==> src/rtl/fetch_sequencer.sv <==
// Next-PC controller for the fetch stage: PC source arbitration, two-word
// I-type sequencing and the interrupt-entry handshake.
module fetch_sequencer #(
  parameter int                 ADDR_W    = 32,
  parameter logic [ADDR_W-1:0]  RESET_VEC = ADDR_W'(32),
  parameter logic [ADDR_W-1:0]  INT_VEC   = ADDR_W'(0),
  parameter logic [3:0]         ITYPE_OPC = 4'd8
) (
  input  logic              clk,
  input  logic              reset,
  input  logic              interrupt,
  input  logic              set_int,
  input  logic              exception,
  input  logic              pop_pc,
  input  logic [ADDR_W-1:0] popped_pc,
  input  logic              jmp_sgn,
  input  logic [ADDR_W-1:0] jmp_pc,
  input  logic              hazard_stall,
  input  logic [ADDR_W-1:0] pc_current,
  input  logic [3:0]        fetch_opcode,
  output logic [ADDR_W-1:0] pc_next,
  output logic              pc_we,
  output logic              flush,
  output logic              imm_phase,
  output logic              int_taken,
  output logic [ADDR_W-1:0] ret_pc,
  output logic              int_pending
);

  typedef enum logic [1:0] {
    S_BOOT = 2'd0,
    S_RUN  = 2'd1,
    S_IMM  = 2'd2,
    S_INT  = 2'd3
  } state_t;

  state_t            state_q, state_d;
  logic              int_pending_q, int_pending_d;
  logic [ADDR_W-1:0] ret_pc_q, ret_pc_d;
  logic              irq_prev_q;

  logic [ADDR_W-1:0] pc_inc;
  logic              redirect;
  logic [ADDR_W-1:0] redirect_pc;
  logic              pend_set;
  logic              pend_clr;

  assign pc_inc = pc_current + ADDR_W'(1);

  // Shared by RUN and IMM: exception beats pop beats jump.
  always_comb begin
    redirect    = exception | pop_pc | jmp_sgn;
    redirect_pc = jmp_pc;
    if (exception) begin
      redirect_pc = RESET_VEC;
    end else if (pop_pc) begin
      redirect_pc = popped_pc;
    end
  end

  assign pend_set = (interrupt & ~irq_prev_q) | set_int;
  assign pend_clr = (state_q == S_INT) | exception;

  always_comb begin
    pc_next   = pc_inc;
    pc_we     = 1'b1;
    flush     = 1'b0;
    imm_phase = 1'b0;
    int_taken = 1'b0;
    state_d   = state_q;
    ret_pc_d  = ret_pc_q;

    if (pend_set) begin
      int_pending_d = 1'b1;
    end else if (pend_clr) begin
      int_pending_d = 1'b0;
    end else begin
      int_pending_d = int_pending_q;
    end

    unique case (state_q)
      S_BOOT: begin
        pc_next = RESET_VEC;
        flush   = 1'b1;
        state_d = S_RUN;
      end
      S_RUN: begin
        if (redirect) begin
          pc_next = redirect_pc;
          flush   = 1'b1;
          state_d = S_RUN;
        end else if (int_pending_q && !hazard_stall) begin
          pc_we    = 1'b0;
          flush    = 1'b1;
          ret_pc_d = pc_current;
          state_d  = S_INT;
        end else if (hazard_stall) begin
          pc_we = 1'b0;
        end else begin
          state_d = (fetch_opcode == ITYPE_OPC) ? S_IMM : S_RUN;
        end
      end
      S_IMM: begin
        imm_phase = 1'b1;
        if (redirect) begin
          pc_next = redirect_pc;
          flush   = 1'b1;
          state_d = S_RUN;
        end else if (hazard_stall) begin
          pc_we = 1'b0;
        end else begin
          state_d = S_RUN;
        end
      end
      S_INT: begin
        flush   = 1'b1;
        state_d = S_RUN;
        if (exception) begin
          pc_next = RESET_VEC;
        end else begin
          pc_next   = INT_VEC;
          int_taken = 1'b1;
        end
      end
      default: begin
        state_d = S_BOOT;
      end
    endcase

    // Reset overrides everything, including outputs, within the same cycle.
    if (reset) begin
      pc_next   = RESET_VEC;
      pc_we     = 1'b1;
      flush     = 1'b1;
      imm_phase = 1'b0;
      int_taken = 1'b0;
    end
  end

  always_ff @(posedge clk) begin
    if (reset) begin
      state_q       <= S_BOOT;
      int_pending_q <= 1'b0;
      ret_pc_q      <= '0;
      irq_prev_q    <= 1'b0;
    end else begin
      state_q       <= state_d;
      int_pending_q <= int_pending_d;
      ret_pc_q      <= ret_pc_d;
      irq_prev_q    <= interrupt;
    end
  end

  assign ret_pc      = ret_pc_q;
  assign int_pending = int_pending_q;

endmodule

==> config.mk <==
export PLATFORM = sky130hd
export DESIGN_NAME = fetch_sequencer
export DESIGN_NICKNAME = d
export VERILOG_FILES = /design/src/rtl/fetch_sequencer.sv
export SDC_FILE = /design/constraint.sdc
export NUM_CORES = 1
export LEC_CHECK = 0
export CAP_MARGIN = 30
export CELL_PAD_IN_SITES_DETAIL_PLACEMENT = 0
export CELL_PAD_IN_SITES_GLOBAL_PLACEMENT = 2
export CORE_MARGIN = 5
export CORE_UTILIZATION = 18
export CTS_CLUSTER_DIAMETER = 200
export DETAILED_ROUTE_END_ITERATION = 6
export HOLD_SLACK_MARGIN = 0.05
export PLACE_DENSITY = 0.8
export RECOVER_POWER = 25
export SYNTH_ARGS = -nofsm -noshare
export SYNTH_HDL_FRONTEND = slang
export SYNTH_SLANG_ARGS = --single-unit
==> constraint.sdc <==
create_clock -name clk -period 2.5 [get_ports clk]
set_input_delay 0.375 -clock clk [delete_from_list [all_inputs] [get_ports clk]]
set_output_delay 0.375 -clock clk [all_outputs]
set_load 0.05 [all_outputs]
==> flow_summary.toml, run 1 <==
[job]
cap_violations = 0

[grt]
grt_usage_pct = 15.35
grt_pass1_vias = 3829
grt_overflow_total = 0
antenna_found_initial = 3
grt_max_degree = 41
grt_pass1_wl_um = 21640

[die]
dieWidth_um = 132.9
die_y_um = 132.9
design.die.area_um2 = 17660
start_util_pct = 18.09
coreArea_um2 = 15030
io_pins = 177
rows = 45

[clocking]
cts_buffer_depth = 2
numCtsBuffers = 5
path_clk_slew_ps = 60
cts_hold_buffers = 0
clock_latency_ps = 290
clkSinkCount = 36
cts_tree = "built"
clockRootBuffer = "clkbuf_16"
htreeDepth = 2

[synth]
synth_nets = 481
yosys-top-cells-area = "dfxtp_1, nand2_1, a21oi_1, o22ai_1, a211oi_2"
ys_seq_area_share_pct = 26.51
synth_fa_ha_area_share_pct = 2.301
synth_xor_area_share_pct = 9.342
yosysWarnings = 0
synth_top_family_by_area = "simple AND/OR/NAND/NOR gates"
synth_seq_cells = 36
synth_cell_types = 45
syn_area_um2 = 2719
synth_top_area_share_pct = 26.51
synth_top_area_cell = "dfxtp_1"
synth-compound-area-share_pct = 25.77
yosysMostFrequentCell = "nand2_1"
synth_commonest_cells = "nand2_1, a21oi_1, dfxtp_1"
synth-simple-area-share_pct = 29.45
synth-async-reset-ratio_pct = 0
muxShareOfSynthArea_pct = 0.7363
synth_ff_type = "dfxtp_1"
syn_inst = 368
avgSynthCellArea_um2 = 7.388
synth_edf_count = 0

[sta]
worst_slack_ps = 36.93
maxSlewHeadroom_pct = 63.30
setup_viol = 0
worst_slew_pin_slew_ps = 548.7
clock.fmax_ghz = 0.4060
min_period_ps = 2463
rsz0062_at_grt = "yes"
hold_viol_final = 0
drv_slew = 0
clock_skew_ps = 3.262
post-route-period-util_pct = 98.52

[status]
status = "complete, no violations"

[route]
wire_per_inst_um = 17.32
drc = 0
ant_nets = 0
via_per_inst = 4.553
num_vias = 3647
drt_wl_total_um = 13870
dr.first_iter.drc_count = 148
dr.pass1.iters = 4

[final_layout]
layout.nets = 724
fillers = 1473
utilization_pct = 39.42
areaGrowthSynthToFinish_pct = 117.9
drive_above_1_share_pct = 30.07

[power]
p_per_area_nw_per_um2 = 312.6
irDropWorstVdd_mv = 0.2132
leakage_nw = 2.222

[placement]
dp_hpwl_um = 11160
pre_cts_ws_ps = -264.4
gp_congestion = 0.8820
portBuffers = 176

[critical_path]
critPathKind = "input port to output pin"
required_ps = 2120
endpoint_kind = "output pin"
worst_setup_path_start_kind = "input port"
path_max_fanout = 3
worstPathArrival_ps = 2090

[min_path]
hold_class = "register to register"
sequential cells by signal, indices dropped and copies added (netlist names):
signal	cells
state_q	2
irq_prev_q	1
ret_pc	32
int_pending	1
stage by stage:
stage / setup TNS [ps] / instance area [µm²] / total power, mW / std cells / hold WS [ps]
after global placement: -4045 / 5514 / 1.189 / 781 / 445.1
final: 0 / 5926 / 1.853 / 801 / 454.4
after floorplan: -5946 / 2729 / 0.8013 / 368 / 476.1
after global routing: -15.45 / 5926 / 1.937 / 801 / 476.3
after detailed placement: -4425 / 5514 / 1.190 / 781 / 448.2
after CTS: 0 / 5834 / 1.867 / 795 / 457.0
repair_timing:
action | 4_1_cts | 5_1_grt
setup endpoints to repair | 28 | 21
pin swaps | 32 | 10
buffers inserted | 4 | 5
hold endpoints to repair | 0 | 0
cloned | 2 | 0
resized for setup | 49 | 25
kinds of logic (layout without fill, tap and decap cells):
family	count (synthesis)	count (layout)
AOI/OAI and AO/OA	102	102
xor gates and xnor gates	29	29
adders and majority gates	5	5
buffers and inverters	37	279
DFF	36	36
muxes	2	2
other	0	1
and+or+nand+nor	157	159
worst max-delay path, stage by stage:
cell	delay, ps
clkdlybuf4s50_1	480
buf_4	150
nand4_1	170
nor2_2	140
nand3_2	110
xor2_1	180
a211oi_2	270
clkbuf_16	210
power by group:
| group | total, mW | leakage [nW] | switching, mW | internal, mW |
|---|---|---|---|---|
| combinational | 0.607 | 1.86 | 0.290 | 0.318 |
| clock | 0.660 | 0.0691 | 0.263 | 0.397 |
| sequential | 0.585 | 0.292 | 0.00521 | 0.580 |
area by class of cell:
cell class	count	area, µm²	share of cell area (%)
Clock inverter	2	15.01	0.2534
Tap cell	188	235.2	3.970
Antenna cell	1	2.502	0.04223
Timing Repair Buffer	260	2735	46.16
Inverter	11	41.29	0.6968
Clock buffer	6	138.9	2.344
Sequential cell	36	723.2	12.20
Multi-Input combinational cell	297	2034	34.33
placed cells by master, fill, tap and decap left out, types with 5 or more instances in the layout:
| cell | count |
|---|---|
| clkdlybuf4s50_1 | 113 |
| buf_4 | 81 |
| nand2_1 | 77 |
| a21oi_1 | 38 |
| dfxtp_1 | 34 |
| buf_12 | 31 |
| o22ai_1 | 27 |
| a211oi_2 | 18 |
| dlygate4sd2_1 | 17 |
| nor2_1 | 16 |
| xor2_1 | 16 |
| nand4_1 | 12 |
| xnor2_1 | 10 |
| inv_1 | 9 |
| nand3_1 | 8 |
| a211oi_1 | 8 |
| clkbuf_16 | 8 |
| dlymetal6s2s_1 | 6 |
| nor2_2 | 5 |
| and3_1 | 5 |
| buf_6 | 5 |
path summary, 6_finish.rpt:
check,endpoint,cells after the start,slack [ps],startpoint
max,pc_next[29],8,40,pc_current[28]
min,ret_pc[11]$_SDFFE_PP0P_,2,450,ret_pc[11]$_SDFFE_PP0P_
min reg2reg,ret_pc[11]$_SDFFE_PP0P_,2,450,ret_pc[11]$_SDFFE_PP0P_
max reg2reg,ret_pc[31]$_SDFFE_PP0P_,7,910,state_q[1]$_SDFFE_PP0P_
metal layers:
layer	global-route usage (%)	wire, µm	vias up
li1	-	-	1813
met1	19.88	6089	1695
met2	26.04	6818	113
met3	2.852	634	22
met4	4.273	308	4
met5	0	21	-
No activity file was read; power rests on OpenSTA's default activity.
==> run 2, diff against run 1 <==
--- a/config.mk
+++ b/config.mk
@@ -9,11 +9,11 @@
 export CELL_PAD_IN_SITES_DETAIL_PLACEMENT = 0
 export CELL_PAD_IN_SITES_GLOBAL_PLACEMENT = 2
 export CORE_MARGIN = 5
-export CORE_UTILIZATION = 18
+export CORE_UTILIZATION = 20
 export CTS_CLUSTER_DIAMETER = 200
 export DETAILED_ROUTE_END_ITERATION = 6
 export HOLD_SLACK_MARGIN = 0.05
-export PLACE_DENSITY = 0.8
+export PLACE_DENSITY = 0.88
 export RECOVER_POWER = 25
 export SYNTH_ARGS = -nofsm -noshare
 export SYNTH_HDL_FRONTEND = slang
==> constraint.sdc (replaced) <==
create_clock -name clk -period 3.1 [get_ports clk]
set_input_delay 0.465 -clock clk [delete_from_list [all_inputs] [get_ports clk]]
set_output_delay 0.465 -clock clk [all_outputs]
set_load 0.05 [all_outputs]
==> run 2 against run 1 <==
  * Via count fell by 6.4%
  * Routed wire length fell by 7.8%
  * Sequential power fell by 19%
  * First-iteration DRC count rose by 16%
  * Design area fell by 11%
  * Critical path type unchanged
==> flow_summary.toml, run 2 (synthesis results as in run 1) <==
[status]
status = "complete, no violations"

[route]
dr.first_iter.drc_count = 171
drt_wl_total_um = 12780
wire_per_inst_um = 17.51
num_vias = 3413
dr.pass1.iters = 4
via_per_inst = 4.675
drc = 0
ant_nets = 0

[final_layout]
final_cell_mix = "clkdlybuf4s50_1, nand2_1, a21oi_1"
final-instance-count-excl-fill = 730
largest_reg_flops = 32
final_common_cell = "clkdlybuf4s50_1"
areaGrowthSynthToFinish_pct = 94.52
layout.nets = 666
drive_above_1_share_pct = 17.69
fin_area_um2 = 5289
antenna_cells = 0

[grt]
grt_max_degree = 41
grt_pass1_wl_um = 19550
antenna_found_initial = 0
grt_overflow_total = 0
grt_usage_pct = 15.29
grt_pass1_vias = 3414

[clocking]
clkSinkCount = 36
clock_latency_ps = 280
numCtsBuffers = 5
path_clk_slew_ps = 60
htreeDepth = 2
cts_buffer_depth = 2
cts_hold_buffers = 0
cts_tree = "built"
clockRootBuffer = "clkbuf_16"

[placement]
dp.cells = 722
gp_congestion = 0.8911
postPlaceCellArea_um2 = 5111
dp_hpwl_um = 10590
portBuffers = 176

[sta]
clock_skew_ps = 2.259
rsz0062_at_grt = "no"
post-route-period-util_pct = 96.33
drv_slew = 0
setup_viol = 0
min_period_ps = 2986
hold_viol_final = 0
hold_ws_ps = 454.1
fin_setup_tns_ps = 0
clock.fmax_ghz = 0.3349
worst_slew_pin_slew_ps = 831.2
maxSlewHeadroom_pct = 44.16

[critical_path]
worst_setup_path_start_kind = "input port"
required_ps = 2630
cp-startpoint = "exception"
worstPathArrival_ps = 2520
endpoint_kind = "output pin"
r2r-start = "state_q[1]$_SDFFE_PP0P_"
critPathKind = "input port to output pin"
path_max_fanout = 27

[die]
die_y_um = 126.6
coreArea_um2 = 13300
design.die.area_um2 = 16030
io_pins = 177
rows = 42
dieWidth_um = 126.6
start_util_pct = 20.45

[job]
cap_violations = 0

[power]
total_power_mw = 1.482
irDropWorstVdd_mv = 0.2242
leakage_nw = 1.914
p_per_area_nw_per_um2 = 280.2

[min_path]
min_from = "ret_pc[23]$_SDFFE_PP0P_"
hold_class = "register to register"
==> run 2: where the power goes <==
part	internal [mW]	total [mW]	switching, mW	leakage, nW
clock network	0.377	0.572	0.195	0.0798
registers	0.468	0.472	0.00391	0.291
logic	0.227	0.438	0.211	1.54
==> run 2: worst max-delay path: stages <==
cell and delay, ps:
dlygate4sd3_1 640, nor3_1 710, buf_12 290, a211oi_1 100, buf_4 160, buf_12 140
==> run 2: per-stage QoR <==
step | setup WS, ps | util (%)
floorplan | 34.15 | -
finish | 113.9 | 39.78
global route | 0.1459 | 39.78
CTS | 33.46 | 39.70
global placement | 61.62 | 38.44
detailed placement | 23.93 | 38.44
==> run 2: per-layer routing <==
layer  GRT usage [%]  vias to the layer above  wire [µm]
met5               0                        -          0
met4           5.615                        0        339
met3           3.153                       17        803
met2           25.62                      122       6180
met1           19.37                     1585       5460
li1                -                     1689          -
==> run 2: final timing paths <==
path                            depth (start not counted)                 endpoint  slack, ps
worst max-delay path                                    6              pc_next[23]        110
worst min-delay path                                    2  ret_pc[23]$_SDFFE_PP0P_        450
worst max register to register                          7  ret_pc[25]$_SDFFE_PP0P_       1500
worst min register to register                          2  ret_pc[23]$_SDFFE_PP0P_        450
==> run 2: final cells by class <==
cell class                 instances  area, µm²
multi-input combinational        295       1852
tap                              176      220.2
timing repair buffer             204       2287
clock inverter                     3      42.54
fill                            1347       8006
sequential                        36      720.7
inverter                          11      41.29
clock buffer                       5      125.1
==> run 2: what timing repair did <==
| action | in CTS | in global routing |
|---|---|---|
| setup buffers | 0 | 0 |
| gates resized for setup | 0 | 5 |
| setup endpoints to repair | 0 | 10 |
==> run 3, diff against run 2 <==
--- a/config.mk
+++ b/config.mk
@@ -12,6 +12,7 @@
 export CORE_UTILIZATION = 20
 export CTS_CLUSTER_DIAMETER = 200
 export DETAILED_ROUTE_END_ITERATION = 6
+export GPL_ROUTABILITY_DRIVEN = 0
 export HOLD_SLACK_MARGIN = 0.05
 export PLACE_DENSITY = 0.88
 export RECOVER_POWER = 25
==> results of run 3 <==
No change in the layout: final DEF, timing and power equal those of run 2.
